### src/rtl/pmem_arbiter.sv
// pmem_arbiter: round-robin I/D cache-line arbiter in front of physical_memory.
// Define PMEM_ARB_TIMEOUT_EN to add a BUSY watchdog (TIMEOUT_CYCLES) with a DRAIN state.
module pmem_arbiter #(
  parameter int TIMEOUT_CYCLES = 1024
) (
  input  logic         clk,
  input  logic         rst_n,
  input  logic         i_read,
  input  logic [31:0]  i_address,
  output logic         i_resp,
  output logic         i_error,
  output logic [255:0] i_rdata,
  input  logic         d_read,
  input  logic         d_write,
  input  logic [31:0]  d_address,
  input  logic [255:0] d_wdata,
  output logic         d_resp,
  output logic         d_error,
  output logic [255:0] d_rdata,
  output logic         pmem_read,
  output logic         pmem_write,
  output logic [31:0]  pmem_address,
  output logic [255:0] pmem_wdata,
  input  logic         pmem_resp,
  input  logic         pmem_error,
  input  logic [255:0] pmem_rdata
);
`ifdef PMEM_ARB_TIMEOUT_EN
  typedef enum logic [1:0] {IDLE, BUSY, GAP, DRAIN} state_t;
  localparam int CW = $clog2(TIMEOUT_CYCLES + 1);
  logic [CW-1:0] cnt_q, cnt_d;
  logic          err_seen_q, err_seen_d;
`else
  typedef enum logic [1:0] {IDLE, BUSY, GAP} state_t;
  logic unused_timeout;
  assign unused_timeout = |TIMEOUT_CYCLES;
`endif
  state_t        state_q, state_d;
  logic          last_d_q, last_d_d;
  logic          own_d_q, own_d_d;
  logic          pmem_read_q, pmem_read_d;
  logic          pmem_write_q, pmem_write_d;
  logic [31:0]   pmem_address_q, pmem_address_d;
  logic [255:0]  pmem_wdata_q, pmem_wdata_d;
  logic          i_resp_q, i_resp_d, i_error_q, i_error_d;
  logic [255:0]  i_rdata_q, i_rdata_d;
  logic          d_resp_q, d_resp_d, d_error_q, d_error_d;
  logic [255:0]  d_rdata_q, d_rdata_d;
  logic          d_req, grant_d, tmo, fin, ok;
  logic [255:0]  ret_data;
  assign d_req   = d_read | d_write;
  assign grant_d = d_req & (~i_read | ~last_d_q);
`ifdef PMEM_ARB_TIMEOUT_EN
  assign tmo = (state_q == BUSY) & ~pmem_resp & ~pmem_error & (cnt_q == CW'(TIMEOUT_CYCLES - 1));
`else
  assign tmo = 1'b0;
`endif
  assign ok       = (state_q == BUSY) & pmem_resp;
  assign fin      = ((state_q == BUSY) & (pmem_resp | pmem_error)) | tmo;
  assign ret_data = ok ? pmem_rdata : '0;
  always_comb begin
    state_d        = state_q;
    last_d_d       = last_d_q;
    own_d_d        = own_d_q;
    pmem_read_d    = pmem_read_q;
    pmem_write_d   = pmem_write_q;
    pmem_address_d = pmem_address_q;
    pmem_wdata_d   = pmem_wdata_q;
    i_resp_d       = 1'b0;
    i_error_d      = 1'b0;
    i_rdata_d      = i_rdata_q;
    d_resp_d       = 1'b0;
    d_error_d      = 1'b0;
    d_rdata_d      = d_rdata_q;
`ifdef PMEM_ARB_TIMEOUT_EN
    cnt_d          = cnt_q;
    err_seen_d     = err_seen_q;
`endif
    case (state_q)
      IDLE: if (i_read | d_req) begin
        state_d        = BUSY;
        own_d_d        = grant_d;
        last_d_d       = (i_read & d_req) ? grant_d : last_d_q;
        pmem_read_d    = ~(grant_d & d_write);
        pmem_write_d   = grant_d & d_write;
        pmem_address_d = grant_d ? d_address : i_address;
        pmem_wdata_d   = (grant_d & d_write) ? d_wdata : pmem_wdata_q;
`ifdef PMEM_ARB_TIMEOUT_EN
        cnt_d          = '0;
`endif
      end
      BUSY: begin
        state_d = (pmem_resp | pmem_error) ? GAP : BUSY;
`ifdef PMEM_ARB_TIMEOUT_EN
        cnt_d      = cnt_q + 1'b1;
        err_seen_d = 1'b0;
        state_d    = tmo ? DRAIN : state_d;
`endif
      end
      GAP: state_d = pmem_error ? GAP : IDLE;
`ifdef PMEM_ARB_TIMEOUT_EN
      DRAIN: begin
        // absorb the memory's late completion before accepting new work
        state_d    = (pmem_resp | (err_seen_q & ~pmem_error)) ? IDLE : DRAIN;
        err_seen_d = err_seen_q | pmem_error;
      end
`endif
      default: state_d = IDLE;
    endcase
    if (fin) begin
      pmem_read_d  = 1'b0;
      pmem_write_d = 1'b0;
      i_resp_d     = ~own_d_q;
      i_error_d    = ~own_d_q & ~ok;
      i_rdata_d    = own_d_q ? i_rdata_q : ret_data;
      d_resp_d     = own_d_q;
      d_error_d    = own_d_q & ~ok;
      d_rdata_d    = own_d_q ? ret_data : d_rdata_q;
    end
  end
  always_ff @(posedge clk) begin
    if (!rst_n) begin
      state_q        <= IDLE;
      last_d_q       <= 1'b1;
      own_d_q        <= 1'b0;
      pmem_read_q    <= 1'b0;
      pmem_write_q   <= 1'b0;
      pmem_address_q <= '0;
      pmem_wdata_q   <= '0;
      i_resp_q       <= 1'b0;
      i_error_q      <= 1'b0;
      i_rdata_q      <= '0;
      d_resp_q       <= 1'b0;
      d_error_q      <= 1'b0;
      d_rdata_q      <= '0;
`ifdef PMEM_ARB_TIMEOUT_EN
      cnt_q          <= '0;
      err_seen_q     <= 1'b0;
`endif
    end else begin
      state_q        <= state_d;
      last_d_q       <= last_d_d;
      own_d_q        <= own_d_d;
      pmem_read_q    <= pmem_read_d;
      pmem_write_q   <= pmem_write_d;
      pmem_address_q <= pmem_address_d;
      pmem_wdata_q   <= pmem_wdata_d;
      i_resp_q       <= i_resp_d;
      i_error_q      <= i_error_d;
      i_rdata_q      <= i_rdata_d;
      d_resp_q       <= d_resp_d;
      d_error_q      <= d_error_d;
      d_rdata_q      <= d_rdata_d;
`ifdef PMEM_ARB_TIMEOUT_EN
      cnt_q          <= cnt_d;
      err_seen_q     <= err_seen_d;
`endif
    end
  end
  assign pmem_read    = pmem_read_q;
  assign pmem_write   = pmem_write_q;
  assign pmem_address = pmem_address_q;
  assign pmem_wdata   = pmem_wdata_q;
  assign i_resp       = i_resp_q;
  assign i_error      = i_error_q;
  assign i_rdata      = i_rdata_q;
  assign d_resp       = d_resp_q;
  assign d_error      = d_error_q;
  assign d_rdata      = d_rdata_q;
endmodule

### config.mk
export PLATFORM = sky130hd
export DESIGN_NAME = pmem_arbiter
export DESIGN_NICKNAME = d
export VERILOG_FILES = /design/src/rtl/pmem_arbiter.sv
export SDC_FILE = /design/constraint.sdc
export NUM_CORES = 2
export LEC_CHECK = 0
export ABC_AREA = 1
export ABC_CLOCK_PERIOD_IN_PS = 1800
export BUFFER_PORTS_ARGS = -buffer_cell sky130_fd_sc_hd__buf_2
export CAP_MARGIN = 20
export CORE_AREA = 2 2 533 535
export DETAILED_ROUTE_END_ITERATION = 12
export DIE_AREA = 0 0 535 537
export HOLD_SLACK_MARGIN = 0.05
export PLACE_DENSITY = 0.4
export SETUP_SLACK_MARGIN = 0.1
export SLEW_MARGIN = 30
export SYNTH_ARGS = -nofsm -noshare
export SYNTH_HDL_FRONTEND = slang
export SYNTH_SLANG_ARGS = --single-unit
### constraint.sdc
create_clock -name clk -period 1.8 [get_ports clk]
set_input_delay 0.09 -clock clk [delete_from_list [all_inputs] [get_ports clk]]
set_output_delay 0.09 -clock clk [all_outputs]
set_load 0.01 [all_outputs]
After elaboration in Yosys (flattened, before gate mapping)
Index checks and enable logic that the tools add are counted.

storage, ports and cells
  register bits = 810
  logic and storage cells = 47
  bits of input ports = 583
  output and inout bits = 806

operators by class
  multiplexer cells = 6
  reduce and logical (&&, ||, !) cells = 8
  eq/ne operators = 3
  bitwise operators = 17

operators with widths
  cell                                                             count
  256-bit 2-to-1 mux                                               1
  32-bit 2-to-1 mux                                                1
  2-bit AND reduction                                              4
  1-bit AND                                                        7
  2-bit 2-to-1 mux                                                 3
  1-bit NOT                                                        6
  2-bit case mux with 3 select lines                               1
  3-bit AND reduction                                              2
  1-bit OR                                                         4
  2-bit by 1-bit == test with 1-bit output, second input constant  1
  2-bit == test, second input constant                             1
  2-bit zero test                                                  1
  2-bit != test, second input constant                             1
  2-bit OR reduction                                               1

Longest topological paths before layout
  word-level depth = 5
  gate-level depth with buffers = 9
  mapped depth without buffers = 7

Worst setup path after synthesis
Ideal clock, no wire load.

  path type = register -> register
  start point = register state_q[1]
  end point = register i_rdata_q[166] (netlist: i_rdata[166])
  period minus slack after synthesis = 1.407 ns
  library setup time = 0.113 ns
  data arrival time = 1.294 ns
  stages on the path, launching flop included = 10
  path slack = 0.393 ns
  path buffers = 3
  required time = 1.687 ns
  cell sequence = dfxtp_1 > inv_1 > nand2_1 > nor2_8 > nand2_2 > buf_4 > buf_6 > buf_2 > nor2_1 > nor2_1

on the way
  longest elaborated chain between the ends = 3
  elaborated cells on any way between the ends = 5
  classes of those cells = eq/ne: 1; mux: 1; bitwise: 2; reduce/logical: 1

ends and longest elaborated chain
  item                                                              RTL line  RTL
  from (decl)                                                       38        state_t state_q, state_d;
  from (signal assigned)                                            141       state_q <= state_d;
  2-bit by 1-bit == test with 1-bit output *                        58, 59
  1-bit AND (on tied branches)                                      58, 59
  256-bit 2-to-1 mux / 2-bit AND reduction (equally long branches)  n/a
  to (signal assigned)                                              150       i_rdata_q <= i_rdata_d;
  to (decl)                                                         46        logic [255:0] i_rdata_q, i_rdata_d;

Mark *: on every way between the ends. The rest lies on a longest branch, timed or not.
A chain may end at the register's enable or synchronous reset.

Worst setup path in the final report
  start point = register pmem_wdata_q[239] (netlist: pmem_wdata[239])
  end point = output port pmem_wdata[239]

RTL lines
  item                    RTL line  RTL
  from (decl)             44        logic [255:0] pmem_wdata_q, pmem_wdata_d;
  from (signal assigned)  147       pmem_wdata_q <= pmem_wdata_d;
  to (decl)               23        output logic [255:0] pmem_wdata,

No word-level cell between the ends.

==> run metrics <==
Worst setup EP type=primary output; Via-to-Cell Ratio=3.360; post-route cell area=60700 um^2; maximum vdd drop=0.7221 mV; maximum fanout along the worst path=2; TritonCTS buffer count=113; remaining global-route overflow=0; sequential share of power=0.361; number of clock sinks seen by CTS=810; library cell occupying the most area in the post-synthesis netlist=sky130_fd_sc_hd__dfxtp_1; transition at the pin with the smallest max-transition slack=0.4013 ns; hold violation count in the final report=0; internal power=0.03834 W; height of the die=537 um; row count=195; number of cells produced by synthesis=5799; die width=535 um; part of the power in combinational logic=0.216; Synth Flop Type=sky130_fd_sc_hd__dfxtp_1; synthesized flop and latch total=810; total routed wirelength=225500 um; Die ar.=287300 um^2; ranking of synthesized cells by area=sky130_fd_sc_hd__dfxtp_1 (46%), sky130_fd_sc_hd__nor2_1 (19%), sky130_fd_sc_hd__nand2_1 (18%); path type of the worst min-delay path=input port to flop; number of antenna violations at the first check in global routing=143; crit-path leading delay family=flip-flops; power share of the clock group=0.423; global-route wire length before repair=303000 um; fraction of registers with async set/reset=0; Crit path arrival time=1.54 ns; ANT nets after route=0; largest net degree at the start of global routing=75; HPWL reported at the end of detailed placement=184200 um; power per cell area=919.8 nW/um^2; buffers and inverters on the worst path=1; startpoint kind of the worst setup timing path=flop; netlist area before placement=35320 um^2; worst stage delay on the critical path=0.50 ns; worst hold-check slack=0.1347 ns; Setup Crit Path Kind=flop to primary output; level count of the clock H-tree=3; Max Transition Viols Final=0; max-capacitance violation count=0; top cells by count, synth=sky130_fd_sc_hd__nor2_1 (1824), sky130_fd_sc_hd__nand2_1 (1675), sky130_fd_sc_hd__inv_1 (1094); nets=8670; time the final worst path needs with I/O delays and setup=1.625 ns; share of total power consumed by net switching=0.3132; via count of the first global-routing pass=38730; drt initial violations=1779; DR pass1 iterations=5; area share of the largest cell type after synthesis=0.4591; data required time at the worst endpoint=1.71 ns; number of enable flip-flop cells after synthesis=0; final cycle utilization of the critical path=0.9030; Max Clock Skew=0.05612 ns; P_sw=0.01748 W; most repeated cell in the gate-level netlist after synthesis=sky130_fd_sc_hd__nor2_1; cell area reported after detailed placement=48340 um^2; final weighted congestion in routability-driven placement=0.9116; clock latency on the worst-skew pair=0.84 ns; share of post-route cells with drive strength above 1=0.2273; total negative slack=0 ns; leakage power total=33.93 nW; remaining max-slew budget at the tightest pin=0.7315; Highest Clock Rate=615.2 MHz; effective utilization at floorplan=0.1255; register area share after synthesis=0.4591; number of DRC violations after detailed routing=0; final-report setup violation count=0; buffers added on ports=1388; RSZ-0062 raised after global routing=yes; Syn Nets=6382; number of vias in the routed layout=40220; core region area=281300 um^2; clock edge transition at the registers on the reported setup and hold paths=0.06 ns; Overall Global Routing Usage=0.1496; outcome=finished, final reports clean; buffer type at the clock tree root=sky130_fd_sc_hd__clkbuf_16; Synth Area per Inst=6.091 um^2; Ys Warns=0; critical-path cell list=buf_2; Cell variety after synth=21; boundary pin count=1389; maximum buffer depth of the clock tree=4; DR WL/cell=18.84 um; slowest stage cell, crit path=sky130_fd_sc_hd__dfxtp_1; post-synthesis to final-layout area growth=71.86%; TritonCTS clock tree=done
sequential cells by signal, summed over array words and instances (netlist names), 2 cells and up:
| register | count |
|---|---|
| state_q | 2 |
| d_rdata | 256 |
| pmem_wdata | 256 |
| pmem_address | 32 |
| i_rdata | 256 |
cell families (layout without fill, tap and decap cells):
kind of cell,count (synthesis),in the layout,synth area share
flops,810,810,0.4591
buf+inv,1402,3771,0.1554
compound gates,29,29,0.004287
other cells,0,56,0
simple gates,3558,3560,0.3812
worst paths after layout:
path / start / depth (start not counted) / slack (ns) / endpoint
min: d_wdata[254] / 4 / 0.13 / pmem_wdata[254]$_SDFFE_PN0P_
min reg2reg: pmem_write$_SDFFE_PP0P_ / 2 / 0.47 / pmem_write$_SDFFE_PP0P_
max: pmem_wdata[239]$_SDFFE_PN0P_ / 1 / 0.17 / pmem_wdata[239]
max reg2reg: state_q[1]$_SDFFE_PN0P_ / 8 / 0.18 / i_rdata[166]$_SDFFE_PN0P_
metal layers:
layer / part of all wire / global-route usage / vias to the layer above
met5: 0.0027 / 0 / -
li1: - / - / 20960
met1: 0.42 / 0.1800 / 17430
met4: 0.032 / 0.04656 / 98
met2: 0.43 / 0.2343 / 1364
met3: 0.11 / 0.07070 / 364
metrics by stage:
step,util,worst slack (ns),total power [W],std cells
floorplan,-,0.3928,0.02545,5799
global placement,0.1718,-0.02101,0.03111,10880
detailed placement,0.1718,0.002400,0.03107,10880
CTS,0.2146,0.05340,0.05694,11900
global route,0.2154,0.06559,0.05884,11930
finish,0.2158,0.1746,0.05583,11970
cell type report:
cell class	instances	area, um^2
antenna	56	140.1
clock buffer	166	3349
clock inverter	32	436.7
fill	32240	220600
inverter	1097	4121
multi-input combinational	3589	13710
sequential	810	16220
tap	3743	4683
timing repair buffer	2476	18040
placed cells by master, fill, tap and decap left out, types with 4 or more instances in the layout:
cell type	count
sky130_fd_sc_hd__diode_2	56
sky130_fd_sc_hd__clkbuf_8	28
sky130_fd_sc_hd__clkbuf_1	23
sky130_fd_sc_hd__nand3_1	49
sky130_fd_sc_hd__buf_12	61
sky130_fd_sc_hd__nor2_2	5
sky130_fd_sc_hd__buf_4	204
sky130_fd_sc_hd__inv_1	1093
sky130_fd_sc_hd__nand2_1	1672
sky130_fd_sc_hd__dlygate4sd3_1	818
sky130_fd_sc_hd__clkinv_2	12
sky130_fd_sc_hd__clkinvlp_4	5
sky130_fd_sc_hd__dfxtp_1	806
sky130_fd_sc_hd__clkbuf_16	116
sky130_fd_sc_hd__buf_2	1379
sky130_fd_sc_hd__dfxtp_2	4
sky130_fd_sc_hd__bufinv_16	9
sky130_fd_sc_hd__nor2_1	1818
sky130_fd_sc_hd__buf_6	10
sky130_fd_sc_hd__a21oi_1	26
power groups by stage:
stage	Sequential [W]	Combinational, W	Clock, W
floorplan	0.0211	0.00434	0
global placement	0.0205	0.0106	0
detailed placement	0.0205	0.0105	0
CTS	0.0202	0.0122	0.0246
global route	0.0203	0.0135	0.0251
finish	0.0202	0.0121	0.0236
timing repair:
| item | in CTS | in global routing |
|---|---|---|
| cloned | 0 | 3 |
| setup endpoints to repair | 89 | 234 |
| hold buffers | 818 | 0 |
| pin swaps | 1 | 3 |
| gates resized for setup | 18 | 16 |
| endpoints found under the hold margin | 810 | 0 |
| setup buffers | 1 | 10 |
Power figures use the tool's default switching activity.
